--- src/rtl/led_scan_pkg.sv ---
// rtl/led_scan_pkg.sv - shared state type and helpers for the LED matrix scanner
package led_scan_pkg;

  typedef enum logic {BLANK = 1'b0, SHOW = 1'b1} scan_state_e;

  localparam int MAX_COLS           = 16;
  localparam int DWELL_BITS_DEFAULT = 10;
  localparam int DWELL_CYCLES       = 1 << DWELL_BITS_DEFAULT;

  function automatic int dwell_cycles(input int dwell_bits);
    return 1 << dwell_bits;
  endfunction

  function automatic logic [MAX_COLS-1:0] col_onehot(input int unsigned col,
                                                     input int unsigned cols);
    logic [MAX_COLS-1:0] v;
    v = '0;
    if (col < cols) v = MAX_COLS'(1) << col;
    return v;
  endfunction

endpackage

--- src/rtl/led_scan_timer.sv ---
// rtl/led_scan_timer.sv - blank/dwell phase counter and column index for the scanner
module led_scan_timer
  import led_scan_pkg::*;
#(
  parameter int COLS         = 4,
  parameter int DWELL_BITS   = 10,
  parameter int BLANK_CYCLES = 16,
  parameter int PWM_BITS     = 4,
  localparam int CIW         = $clog2(COLS)
) (
  input  logic                clk_i,
  input  logic                rst_i,
  input  logic                clr_i,
  input  logic                show_i,
  output logic                phase_done_o,
  output logic                first_o,
  output logic [CIW-1:0]      col_o,
  output logic [PWM_BITS-1:0] p_o
);

  localparam int BW = $clog2(BLANK_CYCLES + 1);
  localparam int CW = (DWELL_BITS > BW) ? DWELL_BITS : BW;
  // A zero-length blank still occupies one cycle so adjacent columns never overlap.
  localparam logic [CW-1:0]  BLANK_LAST = CW'((BLANK_CYCLES == 0) ? 0 : BLANK_CYCLES - 1);
  localparam logic [CW-1:0]  SHOW_LAST  = CW'(dwell_cycles(DWELL_BITS) - 1);
  localparam logic [CIW-1:0] COL_LAST   = CIW'(COLS - 1);

  logic [CW-1:0]  cnt_q, cnt_d;
  logic [CIW-1:0] col_q, col_d;

  always_comb begin
    phase_done_o = (cnt_q == (show_i ? SHOW_LAST : BLANK_LAST));
    cnt_d        = phase_done_o ? '0 : cnt_q + CW'(1);
    col_d        = col_q;
    if (show_i && phase_done_o) col_d = (col_q == COL_LAST) ? '0 : col_q + CIW'(1);
    if (clr_i) begin
      cnt_d = '0;
      col_d = '0;
    end
  end

  always_ff @(posedge clk_i or posedge rst_i) begin
    if (rst_i) begin
      cnt_q <= '0;
      col_q <= '0;
    end else begin
      cnt_q <= cnt_d;
      col_q <= col_d;
    end
  end

  assign first_o = (cnt_q == '0);
  assign col_o   = col_q;
  assign p_o     = cnt_q[DWELL_BITS-1 -: PWM_BITS];

endmodule

--- src/rtl/led_scan_matrix.sv ---
// rtl/led_scan_matrix.sv - column-scanned LED matrix driver with blanking, PWM and frame snapshot
module led_scan_matrix
  import led_scan_pkg::*;
#(
  parameter int ROWS           = 8,
  parameter int COLS           = 4,
  parameter int DWELL_BITS     = 10,
  parameter int BLANK_CYCLES   = 16,
  parameter int PWM_BITS       = 4,
  parameter int COL_ACTIVE_LOW = 1,
  parameter int ROW_ACTIVE_LOW = 0
) (
  input  logic                   clk12MHz,
  input  logic                   reset,
  input  logic                   enable,
  input  logic [ROWS*COLS-1:0]   leds_in,
  input  logic [PWM_BITS-1:0]    brightness,
  output logic [ROWS-1:0]        leds,
  output logic [COLS-1:0]        lcol,
  output logic                   frame_start
);

  localparam int CIW = $clog2(COLS);
  localparam logic [ROWS-1:0] ROW_OFF = {ROWS{ROW_ACTIVE_LOW != 0}};
  localparam logic [COLS-1:0] COL_OFF = {COLS{COL_ACTIVE_LOW != 0}};

  scan_state_e            state_q, state_d;
  logic [ROWS*COLS-1:0]   snap_q, snap_d;
  logic [ROWS-1:0]        leds_q, leds_d, rows_act;
  logic [COLS-1:0]        lcol_q, lcol_d, cols_act;
  logic                   fs_q, fs_d;
  logic                   phase_done, first, pwm_on, frame_origin;
  logic [CIW-1:0]         col;
  logic [PWM_BITS-1:0]    p;

  led_scan_timer #(
    .COLS         (COLS),
    .DWELL_BITS   (DWELL_BITS),
    .BLANK_CYCLES (BLANK_CYCLES),
    .PWM_BITS     (PWM_BITS)
  ) u_timer (
    .clk_i        (clk12MHz),
    .rst_i        (reset),
    .clr_i        (!enable),
    .show_i       (state_q == SHOW),
    .phase_done_o (phase_done),
    .first_o      (first),
    .col_o        (col),
    .p_o          (p)
  );

  always_comb begin
    state_d = state_q;
    if (phase_done) state_d = (state_q == BLANK) ? SHOW : BLANK;

    // The frame image is latched only at the first blank cycle of column 0.
    frame_origin = (state_q == BLANK) && (col == '0) && first;
    snap_d       = frame_origin ? leds_in : snap_q;

    pwm_on   = (brightness == '1) || (p < brightness);
    rows_act = '0;
    cols_act = '0;
    fs_d     = 1'b0;
    if (state_q == SHOW) begin
      rows_act = snap_q[32'(col)*ROWS +: ROWS] & {ROWS{pwm_on}};
      cols_act = COLS'(col_onehot(32'(col), COLS));
      fs_d     = (col == '0) && first;
    end

    if (!enable) begin
      state_d  = BLANK;
      snap_d   = '0;
      rows_act = '0;
      cols_act = '0;
      fs_d     = 1'b0;
    end

    leds_d = rows_act ^ ROW_OFF;
    lcol_d = cols_act ^ COL_OFF;
  end

  always_ff @(posedge clk12MHz or posedge reset) begin
    if (reset) begin
      state_q <= BLANK;
      snap_q  <= '0;
      leds_q  <= ROW_OFF;
      lcol_q  <= COL_OFF;
      fs_q    <= 1'b0;
    end else begin
      state_q <= state_d;
      snap_q  <= snap_d;
      leds_q  <= leds_d;
      lcol_q  <= lcol_d;
      fs_q    <= fs_d;
    end
  end

  assign leds        = leds_q;
  assign lcol        = lcol_q;
  assign frame_start = fs_q;

endmodule

--- config.mk ---
export PLATFORM = sky130hd
export DESIGN_NAME = led_scan_matrix
export DESIGN_NICKNAME = d
export VERILOG_FILES = /design/src/rtl/led_scan_pkg.sv /design/src/rtl/led_scan_timer.sv /design/src/rtl/led_scan_matrix.sv
export SDC_FILE = /design/constraint.sdc
export NUM_CORES = 1
export LEC_CHECK = 0
export BUFFER_PORTS_ARGS = -buffer_cell sky130_fd_sc_hd__buf_2
export CAP_MARGIN = 15
export CORE_UTILIZATION = 50
export CTS_CLUSTER_DIAMETER = 40
export DETAILED_ROUTE_END_ITERATION = 8
export PLACE_DENSITY = 0.72
export SYNTH_ARGS = -nofsm -noshare
export SYNTH_HDL_FRONTEND = slang
export SYNTH_SLANG_ARGS = --single-unit
--- constraint.sdc ---
create_clock -name clk12MHz -period 2.1 [get_ports clk12MHz]
set_clock_uncertainty 0.2 [all_clocks]
set_input_delay 0.42 -clock clk12MHz [delete_from_list [all_inputs] [get_ports clk12MHz]]
set_output_delay 0.42 -clock clk12MHz [all_outputs]
set_load 0.005 [all_outputs]
==> flow_metrics.py <==
metrics = {
    "logic_synthesis": {
        "synth_fa_ha_area_frac": 0.0387,
        "syn_nets": 319,
        "synth_area_sq_mm": 0.00291,
        "synthCells": 271,
        "yosys_warnings": 0,
        "ys_top_cells_by_area": "dfrtp_1 46%, a21boi_2 12%, nand2_1 10%",
        "synthMuxAreaShare": 0.0619,
        "synthXorXnorAreaFrac": 0.0241,
        "synth_edf_count": 0,
        "syn_area_per_cell_sq_um": 10.7,
        "synth-seq-area-share": 0.500,
        "synth_simple_gate_area_frac": 0.185,
        "async_flop_share": 1.00,
        "yosys.area.top_type": "dfrtp_1",
        "yosysMostFrequentCell": "nand2_1",
        "synth_top_area_frac": 0.464,
        "synth_cell_types": 33,
        "synth_top_family_by_area": "simple AND/OR/NAND/NOR gates",
        "synth_commonest_cells": "80 x nand2_1, 54 x dfrtp_1, 30 x a21boi_2",
        "ys.flop_type": "dfrtp_1",
        "synth-compound-area-share": 0.149,
        "ys_seq_elements": 58,
    },
    "power_and_ir_drop": {
        "p_leak_uw": 0.00163,
        "power.density_mw_per_mm2": 765,
        "peakVddDrop_uv": 488,
        "finalPower_uw": 2660,
    },
    "clocking": {
        "post_cts_buffers": 0,
        "cts_buffer_depth": 2,
        "cts.sinks": 58,
        "clkTransAtPathRegs_ns": 0.07,
        "cts_tree": "done",
        "clkLatencyLatePin_ns": 0.34,
        "root_buffer": "clkbuf_8",
        "cts_max_level": 3,
        "numCtsBuffers": 9,
    },
    "die": {
        "die_y_um": 78.3,
        "rows": 27,
        "die_w_um": 78.3,
        "num_io_pins": 52,
        "design.die.area_sq_mm": 0.00613,
        "start_util": 0.523,
        "coreArea_sq_mm": 0.00557,
    },
    "routing": {
        "post_drt_wl_per_cell_um": 13.8,
        "vias_per_cell": 5.12,
        "vias": 2065,
        "routed_wl_um": 5580,
        "first_pass_iters": 4,
        "ant_nets": 0,
        "drtIter0Drc": 112,
        "route.detailed.drc": 0,
    },
    "sta": {
        "hold_viol": 0,
        "setup_viol_count_final": 0,
        "post-route-min-period_ns": 1.82,
        "period_share": 0.868,
        "timing.fmax_mhz": 548,
        "rsz0062_at_grt": "false",
        "tns_ns": 0,
        "slew_viol_final": 0,
        "tightestPinTransition_ns": 0.535,
        "relSlewSlack": 0.643,
    },
    "setup_path": {
        "max_stage_delay_ns": 0.37,
        "arrival_ns": 1.90,
        "required_ns": 2.17,
        "critPathLaunch": "u_timer.col_o[0]",
        "critPathMaxFanout": 32,
        "rr_startpoint": "u_timer.col_o[0]",
        "path_delay_family": "simple AND/OR/NAND/NOR gates",
        "criticalPathCategory": "reg -> reg",
        "critPathLaunchType": "register",
        "path_buf_inv": 2,
        "crit_chain": "inv_1, ha_1, and4bb_2, and3_1, buf_12, nand2_1, a21boi_2",
        "end_kind": "register",
        "slowest_stage": "dfrtp_1",
    },
    "cells_and_area": {
        "n_antenna_cell": 0,
        "fillCellCount": 476,
        "multiInputGateArea_sq_mm": 0.00134,
        "ff_latch_area_sq_mm": 0.00146,
        "nets": 374,
        "final_cell_count_no_fill": 403,
        "syn2layout_area_growth_pct": 19.5,
        "drive_gt1_frac": 0.366,
    },
    "global_route": {
        "track_usage": 0.210,
        "grt.overflow.total": 0,
        "grt_max_degree": 59,
        "antenna_found_initial": 0,
        "grt_pass1_wl_um": 9640,
        "grt_pass1_vias": 2069,
    },
    "outcome": {
        "outcome": "complete, no violations",
    },
    "placed_design": {
        "gp_congestion": 0.802,
        "dp_hpwl_um": 3740,
        "portBuffers": 51,
        "dp.cells": 386,
    },
    "worst_hold_path": {
        "hp-class": "in -> reg",
        "hp-start": "leds_in[5]",
    },
    "job": {
        "max_cap_violations": 0,
    },
}
[kinds of logic after synthesis]
group                      count (synthesis)
AOI/OAI and AO/OA                         46
DFF                                       58
muxes                                      8
xor gates and xnor gates                   8
adders and majority gates                  9
buffers and inverters                     23
and+or+nand+nor                          119
[routing by layer]
layer	wire length, um	global-route usage	vias up
met5	0	0	-
met4	133	0.122	0
met1	2600	0.288	988
met3	212	0.0360	11
li1	-	-	1021
met2	2630	0.316	45
[final timing paths]
check                                   endpoint  slack (ns)  depth (start not counted)
worst max-delay path                   snap_q[9]        0.28                          7
worst min-delay path                   snap_q[5]        0.11                          3
worst max register to register         snap_q[9]        0.28                          7
worst min register to register  u_timer.cnt_q[0]        0.31                          1
max in group asynchronous                lcol[3]        0.93                          4
min in group asynchronous              snap_q[6]        0.48                          4
[worst reg2reg max path, delay by kind of cell (launching register included)]
kind / cells / cell delay [ns]
AND/OR/NAND/NOR: 3 / 0.59
flip-flops: 1 / 0.37
buffers and inverters: 2 / 0.28
adder cells (fa/ha/maj): 1 / 0.20
AO/OA/AOI/OAI: 1 / 0.12
[area by class of cell]
| cell class | instances | share of cell area |
|---|---|---|
| Sequential cell | 58 | 0.418 |
| Multi-Input combinational cell | 190 | 0.384 |
| Timing Repair Buffer | 58 | 0.0999 |
| Clock buffer | 10 | 0.0395 |
| Tap cell | 72 | 0.0259 |
| Clock inverter | 6 | 0.0230 |
| Inverter | 9 | 0.00971 |
[where the power goes]
group          switching, uW  internal (uW)
registers               35.1           1180
clock network            438            691
logic                    179            145
total                    652           2010
[flip-flops by register name, summed over array words and instances, names as in the netlist]
signal,flops
snap_q,32
u_timer.cnt_q,10
leds,8
lcol,4
u_timer.col_o,2
frame_start,1
state_q,1
[cell usage in the layout (no fill, tap or decap), types with 2 or more instances in the layout]
cell	synthesis	routed
nand2_1	80	80
dfrtp_1	54	54
buf_2	4	51
a21boi_2	30	30
nor2_1	12	12
clkbuf_8	0	10
ha_1	9	9
inv_1	9	8
mux4_2	8	8
a21oi_1	8	8
nand3_1	7	7
nor3_1	4	4
xor2_1	4	4
xnor2_1	4	4
clkinv_2	0	4
dfstp_2	4	4
and3_1	3	3
nand4_1	3	3
a21boi_0	3	3
buf_12	0	3
buf_4	0	3
and2_1	2	2
bufinv_16	0	2
[through the flow]
stage	hold WS (ns)	setup WS, ns	cell area (sq um)	util
after global placement	0.298	0.304	3250	0.584
after CTS	0.0993	0.259	3480	0.624
after detailed placement	0.299	0.266	3250	0.584
final	0.113	0.276	3480	0.624
after global routing	0.109	0.117	3480	0.624
after floorplan	0.273	0.0586	2910	-
[what timing repair did]
| action | in CTS | in global routing |
|---|---|---|
| hold buffers | 1 | 0 |
| endpoints found under the hold margin | 54 | 0 |
| resized for setup | 0 | 0 |
| endpoints found under the setup margin | 0 | 0 |
No activity file was read; power rests on OpenSTA's default activity.
